File: src/rtl/prog_loader.sv
// Byte-stream program loader: length-prefixed stream -> 18-bit memory words.
// Optional trailing XOR checksum byte when PROG_LOADER_CHECKSUM_EN is defined.
module prog_loader #(
    parameter int unsigned DATA_W    = 18,
    parameter int unsigned ADDR_W    = 13,
    parameter int unsigned BASE_ADDR = 0
) (
    input  logic              clk,
    input  logic              reset,
    input  logic              start,
    input  logic [7:0]        rx_data,
    input  logic              rx_valid,
    output logic              rx_ready,
    output logic [ADDR_W-1:0] mem_addr,
    output logic [DATA_W-1:0] mem_data,
    output logic              mem_wr,
    output logic              cpu_hold,
    output logic              busy,
    output logic              done,
    output logic              err
);

    typedef enum logic [3:0] {
        IDLE,
        LEN_HI,
        LEN_LO,
        B0,
        B1,
        B2,
        WRITE,
`ifdef PROG_LOADER_CHECKSUM_EN
        CHK,
`endif
        DONE,
        ERR
    } state_t;

`ifdef PROG_LOADER_CHECKSUM_EN
    localparam state_t END_STATE = CHK;
`else
    localparam state_t END_STATE = DONE;
`endif

    // Largest word count that still fits between BASE_ADDR and the top of memory.
    localparam logic [31:0] MAX_WORDS = (32'd1 << ADDR_W) - 32'(BASE_ADDR);

    state_t            state;
    state_t            nextState;
    logic [15:0]       wordCount;
    logic [DATA_W-1:0] wordBuf;
    logic [15:0]       lenWord;
    logic              accept;
    logic              idleLike;
    logic              tooLong;

`ifdef PROG_LOADER_CHECKSUM_EN
    logic [7:0]        checksum;
`endif

    assign accept   = rx_valid & rx_ready;
    assign idleLike = (state == IDLE) | (state == DONE) | (state == ERR);
    assign lenWord  = {wordCount[15:8], rx_data};
    assign tooLong  = {16'd0, lenWord} > MAX_WORDS;
    assign mem_data = wordBuf;

    always_ff @(posedge clk) begin
        if (reset) begin
            state <= IDLE;
        end else begin
            state <= nextState;
        end
    end

    always_comb begin
        nextState = state;
        unique case (state)
            IDLE, DONE, ERR: begin
                if (start) nextState = LEN_HI;
            end
            LEN_HI: begin
                if (accept) nextState = LEN_LO;
            end
            LEN_LO: begin
                if (accept) begin
                    if (tooLong) begin
                        nextState = ERR;
                    end else if (lenWord == 16'd0) begin
                        nextState = END_STATE;
                    end else begin
                        nextState = B0;
                    end
                end
            end
            B0: begin
                if (accept) nextState = B1;
            end
            B1: begin
                if (accept) nextState = B2;
            end
            B2: begin
                if (accept) nextState = WRITE;
            end
            WRITE: begin
                nextState = (wordCount == 16'd1) ? END_STATE : B0;
            end
`ifdef PROG_LOADER_CHECKSUM_EN
            CHK: begin
                if (accept) nextState = (rx_data == checksum) ? DONE : ERR;
            end
`endif
            default: nextState = IDLE;
        endcase
    end

    always_comb begin
        rx_ready = 1'b0;
        mem_wr   = 1'b0;
        busy     = 1'b0;
        done     = 1'b0;
        err      = 1'b0;
        unique case (state)
            LEN_HI, LEN_LO, B0, B1, B2: begin
                rx_ready = 1'b1;
                busy     = 1'b1;
            end
`ifdef PROG_LOADER_CHECKSUM_EN
            CHK: begin
                rx_ready = 1'b1;
                busy     = 1'b1;
            end
`endif
            WRITE: begin
                mem_wr = 1'b1;
                busy   = 1'b1;
            end
            DONE:    done = 1'b1;
            ERR:     err  = 1'b1;
            default: ;
        endcase
        // An aborted image keeps the processor parked until the next start.
        cpu_hold = busy | err;
    end

    always_ff @(posedge clk) begin
        if (reset) begin
            mem_addr  <= ADDR_W'(BASE_ADDR);
            wordBuf   <= '0;
            wordCount <= '0;
        end else begin
            if (start && idleLike) begin
                mem_addr <= ADDR_W'(BASE_ADDR);
            end
            if (accept) begin
                unique case (state)
                    LEN_HI:  wordCount[15:8]    <= rx_data;
                    LEN_LO:  wordCount[7:0]     <= rx_data;
                    B0:      wordBuf[DATA_W-1:16] <= rx_data[DATA_W-17:0];
                    B1:      wordBuf[15:8]      <= rx_data;
                    B2:      wordBuf[7:0]       <= rx_data;
                    default: ;
                endcase
            end
            if (state == WRITE) begin
                wordCount <= wordCount - 16'd1;
                // Saturate so a write at the top address never wraps to zero.
                if (mem_addr != '1) begin
                    mem_addr <= mem_addr + ADDR_W'(1);
                end
            end
        end
    end

`ifdef PROG_LOADER_CHECKSUM_EN
    always_ff @(posedge clk) begin
        if (reset) begin
            checksum <= '0;
        end else if (start && idleLike) begin
            checksum <= '0;
        end else if (accept && state != CHK) begin
            checksum <= checksum ^ rx_data;
        end
    end
`endif

endmodule

File: config.mk
export PLATFORM = sky130hd
export DESIGN_NAME = prog_loader
export DESIGN_NICKNAME = d
export VERILOG_FILES = /design/src/rtl/prog_loader.sv
export SDC_FILE = /design/constraint.sdc
export NUM_CORES = 1
export LEC_CHECK = 0
export BUFFER_PORTS_ARGS = -buffer_cell sky130_fd_sc_hd__buf_4
export CORE_MARGIN = 3
export CORE_UTILIZATION = 45
export CTS_BUF_LIST = sky130_fd_sc_hd__clkbuf_4
export CTS_CLUSTER_SIZE = 10
export DETAILED_ROUTE_END_ITERATION = 10
export PLACE_DENSITY_LB_ADDON = 0.15
export SLEW_MARGIN = 5
export SYNTH_ARGS = -nofsm -noshare
export SYNTH_HDL_FRONTEND = slang
export SYNTH_SLANG_ARGS = --single-unit
File: constraint.sdc
create_clock -name clk -period 2.25 [get_ports clk]
set_input_delay 0.45 -clock clk [delete_from_list [all_inputs] [get_ports clk]]
set_output_delay 0.45 -clock clk [all_outputs]
set_load 0.1 [all_outputs]
Word level (Yosys, flattened, before mapping)
Cells that the tools add are included.
- logic and storage cells: 67
- output and inout bits: 37
- bits of input ports: 12
- register bits: 51
- mux-type cells: 22
- magnitude comparators: 1
- reductions and logical operators: 15
- bitwise operators: 4
- equality and inequality tests: 16
- $add $sub $neg: 2
- operators with widths (kind ; count):
    2-to-1 mux 13 bit ; 3
    2-to-1 mux 16 bit ; 2
    2-to-1 mux 4 bit ; 7
    one-hot mux 4 bit (7 select lines) ; 1
    == test 16 x 1 -> 1 bit, second input constant ; 1
    == test 4 x 3 -> 1 bit, second input constant ; 4
    > comparator 16 x 14 -> 1 bit, second input constant ; 1
    logical NOT 16 bit ; 1
    2-to-1 mux 8 bit ; 2
    subtractor 16 x 1 -> 16 bit, second input constant ; 1
    adder 13 x 1 -> 13 bit, second input constant ; 1
    != test 13 bit, second input constant ; 1
    != test 2 bit, second input constant ; 6
    AND reduction 2 bit ; 5
    == test 4 x 2 -> 1 bit, second input constant ; 2
    2-to-1 mux 3 bit ; 2
    AND reduction 6 bit ; 1
    nonzero test 2 bit ; 3
    OR reduction 6 bit ; 1
    2-to-1 mux 1 bit ; 5
    OR reduction 5 bit ; 1
    == test 4 x 1 -> 1 bit, second input constant ; 1
    == test 4 bit, second input constant ; 1
    logical NOT 4 bit ; 1
    other kinds (4) ; 6

Logic depth before layout (Yosys ltp)
- word-level depth: 7
- mapped depth: 7
- mapped depth without buffers: 7

Worst setup path after synthesis
OpenSTA, ideal clock, no wires.
- path kind: register -> output
- from: register state[3]
- to: output port cpu_hold
- path buffers: 2
- path slack: -1842 ps
- data arrival time: 3642 ps
- required time: 1800 ps
- cell stages (with the launch flop): 5
- cells stage by stage: dfxtp_1 -> buf_2 -> clkbuf_1 -> nor3_1 -> or2_1
- word-level cells in the longest chain between the ends: 4
- elaborated cells on any way between the ends: 11
- classes of those cells: 7 x eq/ne; 2 x mux; 1 x bitwise; 1 x reduce/logical
- RTL lines (item ; line ; source):
    start: declaration ; 47 ; state_t state;
    start signal: assignment ; 70 ; state <= nextState;
    == test 4 x 3 -> 1 bit, or another cell as far along ; 121 ; unique case (state)
    OR reduction 6 bit (no source line) (*) ; n/a ;
    2-to-1 mux 1 bit (*) ; 121 ;
    named net busy ; 18 ; output logic busy,
    bitwise OR 1 bit (*) ; 141 ; cpu_hold = busy | err;
    end: declaration ; 17 ; output logic cpu_hold,
The timed path passes the listed nets; every way through them passes the cells marked *.

Worst setup path after layout
- from: register state[2]
- to: output port cpu_hold
- word-level cells in the longest chain between the ends: 4
- elaborated cells on any way between the ends: 11
- classes of those cells: 7 x eq/ne; 2 x mux; 1 x bitwise; 1 x reduce/logical
- RTL lines (item ; line):
    == test 4 x 3 -> 1 bit, or another cell as far along ; 121
    OR reduction 6 bit (no source line) ; n/a
    2-to-1 mux 1 bit ; 121
    bitwise OR 1 bit (*) ; 141
Mark *: on every way between the ends. The rest lies on a longest branch, timed or not.

==> flow_summary.ini <==
[status]
outcome = completed

[floorplanning]
coreArea_sq_mm = 0.00596
die_y_um = 84.7
initial_core_util_pct = 46.8
die_w_um = 84.7
rows = 28
ios = 49
fp.dieArea_sq_mm = 0.00718

[pwr]
combPwrFrac_pct = 22.7
pwr-share-seq_pct = 45.7
p_sw_mw = 0.636
p_clk_share_pct = 31.5
switching_share_pct = 30.5
vdd_drop_max_mv = 0.300
p_leak_nw = 1.37
total_power_mw = 2.09
p_int_mw = 1.45
power_density_mw_per_mm2 = 609

[routing]
drt_iter0_drc = 184
post_drt_via_cell_ratio = 5.70
drt_drc_violations_left = 0
vias = 2715
post_drt_wl_per_cell_um = 14.7
wl_um = 6980
antenna_left = 0
first_pass_iters = 5

[worst_hold_path]
hold_class = in2reg

[global_route]
met1_usage_pct = 26.3
grt-ovfl-total = 0
grt_pass1_wl_um = 11900
track_usage_pct = 20.0
met3_usage_pct = 4.12
grt-busiest-layer = met2
grt_max_degree = 48
use_met2_pct = 32.3
grt_pass1_vias = 2509
antenna_found_initial = 0

[sta]
layout_min_cycle_time_ns = 2.11
fin_skew_ns = 0.0136
fmax_mhz = 474
finalSetupViolCount = 0
hold_ws_ns = 0.346
setup_ws_ns = 0.140
rsz0062_at_grt = no
tightest_slew_ns = 0.641
slew_headroom_pct = 56.9
period_share_pct = 93.8
fin_setup_tns_ns = 0
maxSlewViolCount = 0
finalHoldViolCount = 0

[clocking]
cts_sinks = 51
holdBufCountCts = 0
clk_pin_slew_worst_paths_ns = 0.14
cts_buffers = 5
clk_latency_ns = 0.38
cts_max_path_buffers = 2
ctsRootBufferMaster = clkbuf_4
cts_tree = built
cts-htree-levels = 2
cts_post_setup_buffers_inserted = 0

[worst_setup_path]
r2r-end = wordCount[12]
endpoint_kind = output port
crit_type = reg2out
critPathLaunch = state[2]
reg2reg_slack_ns = 0.35
start_kind = flip-flop
worstSetupEndpoint = cpu_hold
worstReg2RegStart = wordCount[0]
worstPathArrival_ns = 1.66
crit_required_ns = 1.80
reg2reg_depth = 7
cp_max_fo = 11

[cells_and_area]
areaGrowthSynthToFinish_pct = 22.8
fin_area_sq_mm = 0.00342
layout.cells.non_filler = 476
fin_util_pct = 57.5
drive_above_1_share_pct = 25.4
fillCellCount = 560
antennaDiodeCount = 0
finalNetCount = 415

[placement]
pre_cts_slack_ns = 0.272
portBuffers = 48
dp_hpwl_um = 4910
dp.cells = 468
dpl_cell_area_sq_mm = 0.00331
gp_congestion = 0.830

[synthesis]
synthCells = 350
syn-cell-area_sq_mm = 0.00279
synth_nets = 365
synth-edff-count = 0
syn_area_per_cell_sq_um = 7.97
async_flop_share_pct = 0
seq_area_frac_synth_pct = 36.6
synth_top_flop_cell = dfxtp_1
synth.distinct_cells = 55
ys_warn_count = 0
ys_ff_latch = 51

[run]
maxCapViolations = 0
## Yosys cell counts, types with 6 or more instances
cell type / count / area (sq um)
mux2i_1: 21 / 210
nand2_1: 38 / 143
dfxtp_1: 51 / 1020
nor3_1: 13 / 65.1
nor4_1: 6 / 37.5
a21oi_1: 24 / 120
nand3_1: 12 / 60.1
inv_1: 8 / 30.0
clkbuf_1: 13 / 48.8
and3_1: 7 / 43.8
nor2_1: 47 / 176
nand4_1: 6 / 37.5
o21ai_1: 11 / 55.1
o21ai_0: 11 / 55.1
## power by group through the flow
stage	logic [mW]	clock network [mW]	registers (mW)
finish	0.474	0.658	0.953
floorplan	0.363	0	0.966
detailed placement	0.472	0	0.972
global route	0.518	0.708	0.959
global placement	0.469	0	0.971
CTS	0.475	0.671	0.953
## worst min path at each step
stage,startpoint,endpoint,slack [ns],depth (start not counted)
2_1_floorplan,wordCount[6],wordCount[6],0.45,2
6_report,rx_data[6],mem_data[14],0.35,3
5_1_grt,rx_data[4],wordCount[12],0.34,3
3_3_place_gp,mem_data[11],mem_data[11],0.48,2
4_1_cts,rx_data[6],mem_data[14],0.33,3
3_5_place_dp,wordCount[6],wordCount[6],0.48,2
## sequential cells by signal (all words and copies together) (netlist names)
signal,cells
mem_data,18
mem_addr,13
state,4
wordCount,16
## logic make-up after synthesis
kind of cell,count (synthesis),synth area share (%)
AND/OR/NAND/NOR,162,30.2
multiplexers,24,8.75
XOR/XNOR,5,1.57
AO/OA/AOI/OAI,76,17.3
buffers and inverters,29,4.22
flip-flops,51,36.6
adder cells (fa/ha/maj),3,1.35
## placed cells by master, fill, tap and decap left out, types with 2 or more instances in the layout
cell and count:
dfxtp_4 4, o211ai_1 2, mux2_2 2, a21oi_1 24
inv_1 8, ha_1 3, nor4_1 6, a41oi_1 2
and2_1 2, a211oi_1 4, nor2_1 47, dfxtp_1 35
a31oi_1 3, o21ai_0 11, nand4_1 6, buf_4 62
a221oi_1 3, nor3_1 12, o21a_1 2, nand2b_1 4
xnor2_1 4, o22ai_1 4, o21ai_1 11, nand2_1 38
nand3_1 12, or4_1 3, nor2b_1 4, clkbuf_4 6
or3_1 4, nor4_2 3, nand3b_1 3, and3_1 7
inv_2 2, dfxtp_2 12, mux2i_1 21, bufinv_16 2
## critical path, stage by stage, from the launching register on
cell	delay, ns
dfxtp_4	0.41
nor3_1	0.19
buf_4	0.19
nor3_4	0.05
or2_4	0.24
buf_4	0.23
## per-layer routing
metal / up-vias / share of wire, %
li1: 1366 / -
met1: 1275 / 46
met2: 64 / 47
met3: 10 / 4.8
met4: 0 / 1.4
met5: - / 0
## area by class of cell
cell class                      instances  area [sq um]  area share [%]
Timing Repair Buffer                   62           465            13.6
Tap cell                               75          93.8            2.74
Clock inverter                          2          60.1            1.75
Multi-Input combinational cell        270          1670            48.8
Clock buffer                            6          45.0            1.32
Inverter                               10          37.5            1.10
Sequential cell                        51          1050            30.7
## timing repair
item | in CTS | in global routing
resized for setup | 2 | 3
pin swaps | 0 | 0
setup endpoints to repair | 1 | 1
No activity file was read; power rests on OpenSTA's default activity.
